<file path="config.mk">
export PLATFORM = sky130hd
export DESIGN_NAME = reg_file_dec
export DESIGN_NICKNAME = d
export VERILOG_FILES = /design/src/rtl/reg_file_pkg.sv /design/src/rtl/reg_file_dec_onehot.sv /design/src/rtl/reg_file_dec.sv
export SDC_FILE = /design/constraint.sdc
export NUM_CORES = 1
export LEC_CHECK = 0
export CORE_ASPECT_RATIO = 1.75
export CORE_MARGIN = 8
export CORE_UTILIZATION = 45
export CTS_BUF_LIST = sky130_fd_sc_hd__clkbuf_8
export DETAILED_ROUTE_END_ITERATION = 8
export PLACE_DENSITY = 0.68
export SYNTH_ARGS = -nofsm -noshare
export SYNTH_HDL_FRONTEND = slang
export SYNTH_SLANG_ARGS = --single-unit
</file>
<file path="constraint.sdc">
create_clock -name clk -period 1.7 [get_ports clk]
set_input_delay 0.17 -clock clk [delete_from_list [all_inputs] [get_ports clk]]
set_output_delay 0.17 -clock clk [all_outputs]
set_load 0.03 [all_outputs]
</file>
<file path="src/rtl/reg_file_pkg.sv">
// Shared types and defaults for the general-purpose register file.
//   rf_state_t : clear-engine state encoding
//   rf_depth() : number of registers addressed by an address of a given width
//   RF_DATA_W_DEF / RF_ADDR_W_DEF : default geometry, also used by the control unit
package reg_file_pkg;

  typedef enum logic {
    IDLE  = 1'b0,
    CLEAR = 1'b1
  } rf_state_t;

  localparam int RF_DATA_W_DEF = 8;
  localparam int RF_ADDR_W_DEF = 3;

  // Guards against a zero/negative width producing a zero-depth array.
  function automatic int rf_depth(input int addr_w);
    return (addr_w < 1) ? 1 : (1 << addr_w);
  endfunction

endpackage

</file>
<file path="src/rtl/reg_file_dec_onehot.sv">
// dec_onehot: combinational ADDR_W -> 2**ADDR_W one-hot decoder with enable.
//   en   in  1              all outputs low when en = 0
//   addr in  ADDR_W         index of the output to raise
//   sel  out 2**ADDR_W      one-hot select
module dec_onehot #(
  parameter int ADDR_W = 3
) (
  input  logic                     en,
  input  logic [ADDR_W-1:0]        addr,
  output logic [(1<<ADDR_W)-1:0]   sel
);

  always_comb begin
    sel = '0;
    if (en) sel[addr] = 1'b1;
  end

endmodule

</file>
<file path="src/rtl/reg_file_dec.sv">
// reg_file_dec: DEPTH x DATA_W register file, one write port, two registered
// read ports, and a clear-all engine that walks every register in DEPTH cycles.
//
// Ports
//   clk, rst              clock, synchronous active-high reset
//   wr_en/wr_addr/wr_data write request
//   wr_ack, wr_sel        pulse + one-hot decode of the write accepted last edge
//   rd_addr_a/rd_data_a   read port A (1-cycle latency)
//   rd_addr_b/rd_data_b   read port B (1-cycle latency)
//   clr_req, busy         start clear-all (sampled in IDLE) / clear running
//
// Build option: define REG_FILE_BYPASS_EN to forward an accepted write to a
// read port addressing the same register in the same cycle.
//
// state | meaning
// IDLE  | normal operation, writes accepted unless clr_req is high
// CLEAR | reg[cnt] <= RESET_VAL each cycle, writes dropped, busy high
module reg_file_dec
  import reg_file_pkg::*;
#(
  parameter int                DATA_W    = RF_DATA_W_DEF,
  parameter int                ADDR_W    = RF_ADDR_W_DEF,
  parameter logic [DATA_W-1:0] RESET_VAL = '0
) (
  input  logic                          clk,
  input  logic                          rst,
  input  logic                          wr_en,
  input  logic [ADDR_W-1:0]             wr_addr,
  input  logic [DATA_W-1:0]             wr_data,
  output logic                          wr_ack,
  output logic [rf_depth(ADDR_W)-1:0]   wr_sel,
  input  logic [ADDR_W-1:0]             rd_addr_a,
  output logic [DATA_W-1:0]             rd_data_a,
  input  logic [ADDR_W-1:0]             rd_addr_b,
  output logic [DATA_W-1:0]             rd_data_b,
  input  logic                          clr_req,
  output logic                          busy
);

  localparam int                DEPTH    = rf_depth(ADDR_W);
  localparam logic [ADDR_W-1:0] CNT_LAST = ADDR_W'(DEPTH - 1);

  rf_state_t               state;
  logic [ADDR_W-1:0]       cnt;
  logic [DATA_W-1:0]       mem [DEPTH];

  logic                    is_clear;
  logic                    wr_acc;
  logic [ADDR_W-1:0]       dec_addr;
  logic [DEPTH-1:0]        strb;
  logic [DATA_W-1:0]       strb_data;
  logic [DATA_W-1:0]       rd_mux_a;
  logic [DATA_W-1:0]       rd_mux_b;

  assign is_clear  = (state == CLEAR);
  // clr_req in IDLE wins over a same-cycle write.
  assign wr_acc    = wr_en && (state == IDLE) && !clr_req;
  // One decoder serves both the write port and the clear engine.
  assign dec_addr  = is_clear ? cnt : wr_addr;
  assign strb_data = is_clear ? RESET_VAL : wr_data;

  dec_onehot #(.ADDR_W(ADDR_W)) u_dec (
    .en   (wr_acc || is_clear),
    .addr (dec_addr),
    .sel  (strb)
  );

  always_ff @(posedge clk) begin
    if (rst) begin
      for (int i = 0; i < DEPTH; i++) mem[i] <= RESET_VAL;
    end else begin
      for (int i = 0; i < DEPTH; i++) begin
        if (strb[i]) mem[i] <= strb_data;
      end
    end
  end

`ifdef REG_FILE_BYPASS_EN
  assign rd_mux_a = (wr_acc && (rd_addr_a == wr_addr)) ? wr_data : mem[rd_addr_a];
  assign rd_mux_b = (wr_acc && (rd_addr_b == wr_addr)) ? wr_data : mem[rd_addr_b];
`else
  assign rd_mux_a = mem[rd_addr_a];
  assign rd_mux_b = mem[rd_addr_b];
`endif

  always_ff @(posedge clk) begin
    if (rst) begin
      rd_data_a <= '0;
      rd_data_b <= '0;
      wr_ack    <= 1'b0;
      wr_sel    <= '0;
    end else begin
      rd_data_a <= rd_mux_a;
      rd_data_b <= rd_mux_b;
      wr_ack    <= wr_acc;
      // strb holds the write decode whenever wr_acc is high (only in IDLE).
      wr_sel    <= wr_acc ? strb : '0;
    end
  end

  always_ff @(posedge clk) begin
    if (rst) begin
      state <= IDLE;
      cnt   <= '0;
      busy  <= 1'b0;
    end else begin
      case (state)
        IDLE: begin
          if (clr_req) begin
            state <= CLEAR;
            cnt   <= '0;
            busy  <= 1'b1;
          end
        end
        CLEAR: begin
          cnt <= cnt + 1'b1;
          if (cnt == CNT_LAST) begin
            state <= IDLE;
            busy  <= 1'b0;
          end
        end
        default: begin
          state <= IDLE;
          busy  <= 1'b0;
        end
      endcase
    end
  end

endmodule

</file>
### Word level (Yosys, flattened, before mapping)

Memories as Yosys holds them, arrays and structs flattened. A register that Yosys moved wholly into a read port is not among the register bits.
Cells that the tools add are included.

| cells by class | value |
|---|---|
| add/subtract/negate cells | 1 |
| $lt $le $gt $ge | 2 |
| eq/ne operators | 3 |
| mux-type cells | 47 |
| bitwise logic cells | 10 |
| reduce and logical (&&, ||, !) cells | 7 |

Operators by type and width:

| operator | number |
|---|---|
| two-way mux 8 bit | 10 |
| two-way mux 1 bit | 31 |
| bitwise OR 1 bit | 8 |
| two-way mux 3 bit | 2 |
| one-hot mux 3 bit (2 select lines) | 1 |
| < comparator 3 x 4 -> 1 bit (second input constant) | 1 |
| one-hot mux 1 bit (2 select lines) | 2 |
| adder 3 x 1 -> 3 bit (second input constant) | 1 |
| demux 1 bit (select 3 bit) | 1 |
| == test 3 bit (second input constant) | 1 |
| greater-or-equal comparator 3 x 1 -> 1 bit (second input constant) | 1 |
| logical AND 1 bit | 3 |
| inequality test 2 x 1 -> 1 bit (second input constant) | 1 |
| inequality test 2 bit (second input constant) | 1 |
| inverter 1 bit | 2 |
| AND reduction 2 bit | 1 |
| OR reduction 2 bit | 1 |
| logical NOT 1 bit | 1 |
| logical OR 1 bit | 1 |

| word-level totals | value |
|---|---|
| register bits after elaboration | 14 |
| memory bits (writable) | 64 |
| input bits | 21 |
| word-level logic and storage cells | 76 |
| memories | 1 |

Memory list:

| memory | depth | bits a word | rd ports | clocked after Yosys merged registers in | wr ports | RTL line | RTL |
|---|---|---|---|---|---|---|---|
| mem | 8 | 8 | 2 | 2 | 8 | reg_file_dec.sv:45 | `logic [DATA_W-1:0] mem [DEPTH];` |

### Depth between registers and ports, before layout

Gate-level depths: netlist of the first run.

| logic depth | value |
|---|---|
| word-level depth | 10 |
| gate-level depth with buffers | 5 |
| mapped depth without buffers | 5 |

### Modules after synthesis

From an unflattened synthesis of the first run, not the netlist that was laid out.

| second synthesis, totals | value |
|---|---|
| cells, all modules | 282 |
| area, all modules | 4,433.0 um^2 |

By module, submodules not included:

| module | times used | cells an instance | area each (um^2) | sequential area each (um^2) |
|---|---|---|---|---|
| reg_file_dec | 1 | 274 | 4,337.9 | 2,522.4 |
| dec_onehot | 1 | 8 | 95.1 | 0.0 |

### Worst setup path after synthesis of the first run

OpenSTA, ideal clock, no wires.

| path | value |
|---|---|
| path type | register to register |
| start | register state (netlist: is_clear) |
| end | memory mem[6][0] (netlist name), enable pin |
| setup time | 0.375 ns |
| arrival | 1.380 ns |
| data required time | 1.325 ns |
| setup slack | -0.054 ns |
| cell stages (with the launch flop) | 5 |
| buffers on the path | 1 |
| clock period less this slack | 1.754 ns |
| path through | dfxtp_1 -> buf_2 -> nor4b_4 -> nor2_1 -> o21bai_1 |

RTL lines:

| what | RTL line | RTL |
|---|---|---|
| from (decl) | reg_file_dec.sv:43 | `rf_state_t state;` |
| from (signal assigned) | reg_file_dec.sv:103 | `state <= IDLE;` |
| from (signal assigned) | reg_file_dec.sv:110 | `state <= CLEAR;` |
| from (signal assigned) | reg_file_dec.sv:118 | `state <= IDLE;` |
| to (decl) | reg_file_dec.sv:45 |  |

### Final worst setup path of the first run

| path | value |
|---|---|
| start | register busy |
| end | output busy |

RTL lines:

| what | RTL line | RTL |
|---|---|---|
| from (decl) | reg_file_dec.sv:37 | `output logic busy` |
| from (signal assigned) | reg_file_dec.sv:105 | `busy <= 1'b0;` |
| from (signal assigned) | reg_file_dec.sv:112 | `busy <= 1'b1;` |
| from (signal assigned) | reg_file_dec.sv:119 | `busy <= 1'b0;` |

No word-level cell between the ends.

==> flow_metrics.env, run 1 <==
export IMPL_netlist_area_um2=4330
export IMPL_yosys_warnings=0
export IMPL_hold_violations=0
export IMPL_slowest_delay_ps=680
export IMPL_wire_per_inst_um=17.5
export IMPL_synth_xor_area_share_pct=0
export IMPL_start_kind="register"
export IMPL_synth_compound_area_share_pct=2.68
export IMPL_setup_ws_ps=159
export IMPL_synth_top_area_share_pct=44.3
export IMPL_synth_top_family_by_area="multiplexers"
export IMPL_htreeDepth=3
export IMPL_maxCapViolCount=0
export IMPL_synth_seq_cells=94
export IMPL_grt_usage_pct=13.9
export IMPL_wl_mm=8.79
export IMPL_layout_drive_gt1_share_pct=19.3
export IMPL_relSlewSlack_pct=76.7
export IMPL_clockPowerShare_pct=28.8
export IMPL_outcome="finished, final reports clean"
export IMPL_ioPinCount=47
export IMPL_grt_max_degree=22
export IMPL_vias=2682
export IMPL_netlist_instances=294
export IMPL_period_share_pct=90.7
export IMPL_drv_slew=0
export IMPL_drtIter0Drc=88
export IMPL_period_needed_ps=1540
export IMPL_synth_mux_area_fraction_pct=22.8
export IMPL_slowest_stage="clkdlybuf4s50_1"
export IMPL_gp_congestion=0.824
export IMPL_die_y_um=146
export IMPL_clockRootBuffer="clkbuf_8"
export IMPL_place_ws_ps=-101
export IMPL_leakagePower_nw=2.23
export IMPL_grt_overflow=0
export IMPL_synth_cell_type_count=28
export IMPL_critical_path_class="register to primary output"
export IMPL_yosysTopAreaCell="edfxtp_1"
export IMPL_cp_max_fo=2
export IMPL_cts_clk_slew_worst_paths_ps=90
export IMPL_max_freq_mhz=649
export IMPL_firstDrtPassIters=4
export IMPL_p_per_area_nw_per_um2=861
export IMPL_worstPathArrival_ps=1370
export IMPL_dpl_hpwl_mm=7.13
export IMPL_antenna_found_initial=0
export IMPL_setup_viol=0
export IMPL_yosys_area_share_simple_pct=12.0
export IMPL_floorplan_die_width_um=90.2
export IMPL_syn2layout_area_growth_pct=25.2
export IMPL_synthAdderAreaFrac_pct=0.577
export IMPL_pwr_share_comb_pct=14.8
export IMPL_sequentialPowerShare_pct=56.3
export IMPL_cts_buffer_depth=2
export IMPL_worst_setup_path_end_kind="primary output"
export IMPL_tightest_slew_ps=348
export IMPL_drc=0
export IMPL_avgSynthCellArea_um2=14.7
export IMPL_antenna_cells=0
export IMPL_crit_family="buffers and inverters"
export IMPL_rows=47
export IMPL_ant_nets=0
export IMPL_yosysSeqAreaShare_pct=58.2
export IMPL_worstPathCellList="clkdlybuf4s50_1"
export IMPL_cts_hold_buf=0
export IMPL_grt_pass1_vias=2931
export IMPL_clock_skew_ps=9.55
export IMPL_vias_per_cell=5.35
export IMPL_cp_data_required_time_ps=1530
export IMPL_clk_latency_ps=350
export IMPL_numCtsBuffers=9
export IMPL_core_area_um2=9410
export IMPL_switching_share_pct=24.8
export IMPL_cts_tree="yes"
export IMPL_grt_pass1_wl_mm=14.4
export IMPL_initial_core_util_pct=46.1
export IMPL_cts_setup_buffers=0
export IMPL_final_nets=397
export IMPL_rsz0062_at_grt="no"
export IMPL_p_int_mw=3.51
export IMPL_die_area_um2=13200
export IMPL_clkSinkCount=94
export IMPL_holdWs_ps=500
export IMPL_synth_nets=317
export IMPL_p_sw_mw=1.16
export IMPL_ys_top_cells_by_area="edfxtp_1 44%, mux4_1 18%, dfxtp_1 14%, nor2_1 6.7%, mux2i_1 3.7%"
export IMPL_io_buffers=46
export IMPL_vdd_ir_drop_max_v=0.000555
export IMPL_post_route_util_pct=57.7
export IMPL_worst_path_buf_inv=1
export IMPL_hold_path_class="register to register"
cell type report:
type                            instances  area [µm²]
Timing Repair Buffer                   86         873
Tap cell                              122         153
Fill cell                             773        3980
Sequential cell                        94        2520
Inverter                                9        33.8
Clock buffer                           10         138
Multi-Input combinational cell        174        1660
Clock inverter                          6        42.5
per-layer routing:
layer | track usage [%] | vias to the layer above | part of all wire [%]
met2 | 26.7 | 71 | 57
met4 | 8.97 | 0 | 4.2
met1 | 12.3 | 1314 | 34
met3 | 3.46 | 31 | 4.2
met5 | 0 | - | 0
li1 | - | 1266 | -
path summary, 6_finish.rpt:
| path | from | to | slack (ps) | depth (start not counted) |
|---|---|---|---|---|
| max | busy | busy | 160 | 1 |
| min | busy | busy | 500 | 2 |
| max reg2reg | is_clear | mem[4][2] | 170 | 5 |
| min reg2reg | busy | busy | 500 | 2 |
power groups by stage:
stage | clock [mW] | sequential (mW) | combinational (mW)
floorplan | 0 | 2.72 | 0.347
global placement | 0 | 2.67 | 0.691
detailed placement | 0 | 2.69 | 0.701
CTS | 1.37 | 2.63 | 0.702
global route | 1.45 | 2.65 | 0.741
finish | 1.35 | 2.63 | 0.693
flip-flops by register name, summed over array words and instances, names as in the netlist:
signal     cells
mem           64
rd_data_a      8
rd_data_b      8
wr_sel         8
cnt            3
busy           1
is_clear       1
wr_ack         1
tightest hold or removal path, stage by stage, from the launching register on:
cell and delay [ps]:
dfxtp_1 340, a21oi_1 60, nor2_1 70
synth_stat cells, drive strengths merged:
cell type and count:
a21oi 4, a31oi 1, and2 1, and3b 3, and4bb 1, buf 10, clkbuf 7, dfxtp 30
edfxtp 64, ha 2, inv 9, mux2i 16, mux4 32, nand2 9, nand2b 6, nand3b 1
nor2 78, nor2b 2, nor3 3, nor3b 6, nor4b 1, o21bai 2, o22ai 6
stage by stage:
step | instances | area (µm²) | TNS [ps] | total power [mW]
floorplan | 294 | 4340 | 0 | 3.07
CTS | 501 | 5430 | 0 | 4.71
detailed placement | 485 | 5240 | -5250 | 3.39
global placement | 485 | 5240 | -2630 | 3.37
global route | 501 | 5430 | 0 | 4.84
finish | 501 | 5430 | 0 | 4.67
layout by cell type (no fill, tap or decap):
master / synthesis / layout
nand3b_2: 1 / 1
nand2b_1: 6 / 6
buf_4: 1 / 31
nor3b_2: 0 / 1
dfxtp_2: 0 / 1
clkinvlp_4: 0 / 2
clkbuf_8: 0 / 10
mux4_1: 29 / 29
a31oi_1: 1 / 1
nor4b_4: 1 / 1
ha_1: 2 / 2
nor2b_1: 2 / 2
a21oi_1: 4 / 4
dfxtp_1: 30 / 29
edfxtp_1: 64 / 64
buf_12: 2 / 9
o22ai_2: 6 / 6
mux4_2: 3 / 3
and2_1: 1 / 1
and4bb_2: 1 / 1
inv_1: 9 / 9
nor2_1: 77 / 77
clkinv_2: 0 / 2
nor2_2: 1 / 1
inv_6: 0 / 2
nor3_1: 3 / 3
nand2_1: 9 / 9
clkdlybuf4s50_1: 0 / 46
mux2i_1: 16 / 16
o21bai_2: 0 / 2
and3b_1: 3 / 3
nor3b_1: 6 / 5
cells by family (layout without fill, tap and decap cells):
group,Yosys count,in the layout
adder cells (fa/ha/maj),2,2
buffers and inverters,26,111
AND/OR/NAND/NOR,111,111
AO/OA/AOI/OAI,13,13
multiplexers,48,48
flip-flops,94,94
timing repair:
| item | 4_1_cts | 5_1_grt |
|---|---|---|
| resized for setup | 2 | 0 |
| endpoints found under the setup margin | 24 | 0 |
| hold endpoints to repair | 0 | 0 |
Note: power is estimated with default switching activity, not from simulation.
==> run 2: changes to the inputs <==
--- a/config.mk
+++ b/config.mk
@@ -5,6 +5,7 @@
 export SDC_FILE = /design/constraint.sdc
 export NUM_CORES = 1
 export LEC_CHECK = 0
+export ABC_CLOCK_PERIOD_IN_PS = 1700
 export CORE_ASPECT_RATIO = 1.75
 export CORE_MARGIN = 8
 export CORE_UTILIZATION = 45
==> results of run 2 <==
Same layout as run 1: the final DEF is identical, and so are final timing and power.
==> run 3: changes to the inputs <==
--- a/config.mk
+++ b/config.mk
@@ -11,7 +11,7 @@
 export CORE_UTILIZATION = 45
 export CTS_BUF_LIST = sky130_fd_sc_hd__clkbuf_8
 export DETAILED_ROUTE_END_ITERATION = 8
-export PLACE_DENSITY = 0.68
+export PLACE_DENSITY_LB_ADDON = 0.12
 export SYNTH_ARGS = -nofsm -noshare
 export SYNTH_HDL_FRONTEND = slang
 export SYNTH_SLANG_ARGS = --single-unit
==> run 3 against run 2 <==
Global-route usage up 1.2 points. First-iteration DRC count up 20%. Count of clock-buffer cells in the layout down 1. Largest power group unchanged.
==> flow_metrics.env, run 3 (synthesized netlist as in run 1, its figures left out) <==
export IMPL_gp_congestion=0.741
export IMPL_drtIter0Drc=106
export IMPL_crit_family="buffers and inverters"
export IMPL_cts_clk_slew_worst_paths_ps=90
export IMPL_vias=2605
export IMPL_mostFrequentLayoutCells="77 x nor2_1, 64 x edfxtp_1, 46 x clkdlybuf4s50_1, 29 x mux4_1, 29 x dfxtp_1"
export IMPL_dp_cells=483
export IMPL_setup_viol=0
export IMPL_slowest_delay_ps=690
export IMPL_hold_path_class="register to register"
export IMPL_start_kind="register"
export IMPL_grt_pass1_vias=2855
export IMPL_cts_tree="yes"
export IMPL_grt_usage_pct=15.2
export IMPL_final_nets=395
export IMPL_relSlewSlack_pct=75.8
export IMPL_syn2layout_area_growth_pct=26.0
export IMPL_worstPathArrival_ps=1430
export IMPL_htreeDepth=3
export IMPL_antenna_found_initial=0
export IMPL_path_depth=1
export IMPL_rows=47
export IMPL_layout_drive_gt1_share_pct=18.8
export IMPL_ioPinCount=47
export IMPL_antenna_cells=0
export IMPL_floorplan_die_width_um=90.2
export IMPL_die_y_um=146
export IMPL_worstPathCellList="clkdlybuf4s50_1"
export IMPL_largest_register_ff_count=64
export IMPL_slowest_stage="clkdlybuf4s50_1"
export IMPL_grt_pass1_wl_mm=15.3
export IMPL_cp_max_fo=1
export IMPL_drc=0
export IMPL_tns_ps=0
export IMPL_core_area_um2=9410
export IMPL_hold_path_cell_count=2
export IMPL_clkSinkCount=94
export IMPL_period_needed_ps=1600
export IMPL_leakagePower_nw=2.23
export IMPL_tightest_slew_ps=362
export IMPL_ant_nets=0
export IMPL_cts_hold_buf=0
export IMPL_die_area_um2=13200
export IMPL_fin_cells=499
export IMPL_outcome="finished, final reports clean"
export IMPL_dpl_hpwl_mm=7.25
export IMPL_worst_path_buf_inv=1
export IMPL_grt_max_degree=19
export IMPL_final_common_cell="nor2_1"
export IMPL_rr_worst_depth=4
export IMPL_critical_path_class="register to primary output"
export IMPL_clock_skew_ps=7.47
export IMPL_largest_register="mem"
export IMPL_worst_setup_path_end_kind="primary output"
export IMPL_max_freq_mhz=625
export IMPL_fillers=770
export IMPL_period_share_pct=94.1
export IMPL_wire_per_inst_um=18.7
export IMPL_vdd_ir_drop_max_v=0.000455
export IMPL_hold_violations=0
export IMPL_wl_mm=9.35
export IMPL_io_buffers=46
export IMPL_cp_data_required_time_ps=1530
export IMPL_clk_latency_ps=370
export IMPL_rsz0062_at_grt="no"
export IMPL_cts_buffer_depth=2
export IMPL_p_per_area_nw_per_um2=885
export IMPL_grt_overflow=0
export IMPL_initial_core_util_pct=46.1
export IMPL_drv_slew=0
export IMPL_firstDrtPassIters=4
export IMPL_clockRootBuffer="clkbuf_8"
export IMPL_maxCapViolCount=0
export IMPL_vias_per_cell=5.22
export IMPL_numCtsBuffers=9
==> run 3: final cells by class <==
| type | instances | area, µm² | area share [%] |
|---|---|---|---|
| multi-input combinational | 174 | 1670 | 30.6 |
| clock inverter | 7 | 72.6 | 1.33 |
| inverter | 9 | 33.8 | 0.619 |
| sequential | 94 | 2520 | 46.2 |
| clock buffer | 9 | 124 | 2.27 |
| timing repair buffer | 84 | 883 | 16.2 |
| tap | 122 | 153 | 2.80 |
==> run 3: worst paths after layout <==
kind,start,slack [ps],endpoint
max reg2reg,is_clear,120,mem[5][1]
max,rd_data_b[1],100,rd_data_b[1]
min reg2reg,busy,500,busy
min,busy,500,busy
==> run 3: per-layer routing <==
metal	track usage (%)	wire, µm
met1	15.3	3430
met2	28.3	5270
met4	7.38	259
met5	0	0
met3	3.36	392
==> run 3: through the flow <==
stage | hold slack [ps] | power [mW] | utilization, % | worst slack (ps) | area, µm²
after floorplan | 379 | 3.07 | - | 77.5 | 4340
after CTS | 517 | 4.88 | 58.0 | 52.6 | 5450
after global placement | 479 | 3.38 | 55.8 | -188 | 5250
after detailed placement | 494 | 3.40 | 55.8 | -199 | 5250
after global routing | 556 | 5.03 | 58.0 | 48.0 | 5460
final | 501 | 4.83 | 58.0 | 101 | 5460
==> run 3: tightest hold or removal path, cell delays in order, from the launching register on <==
cell and delay [ps]:
dfxtp_1 340, a21oi_1 60, nor2_1 70
==> run 3: timing repair <==
action                     in CTS  in global routing
setup endpoints to repair      36                  8
buffers inserted                0                  0
resized for setup               2                  1
==> run 3: power breakdown <==
part | total [mW] | leakage, nW | switching [mW] | internal (mW)
Combinational | 0.705 | 1.23 | 0.335 | 0.370
Sequential | 2.63 | 0.909 | 0.0628 | 2.57
Clock | 1.49 | 0.0976 | 0.805 | 0.685
Total | 4.83 | 2.23 | 1.20 | 3.63
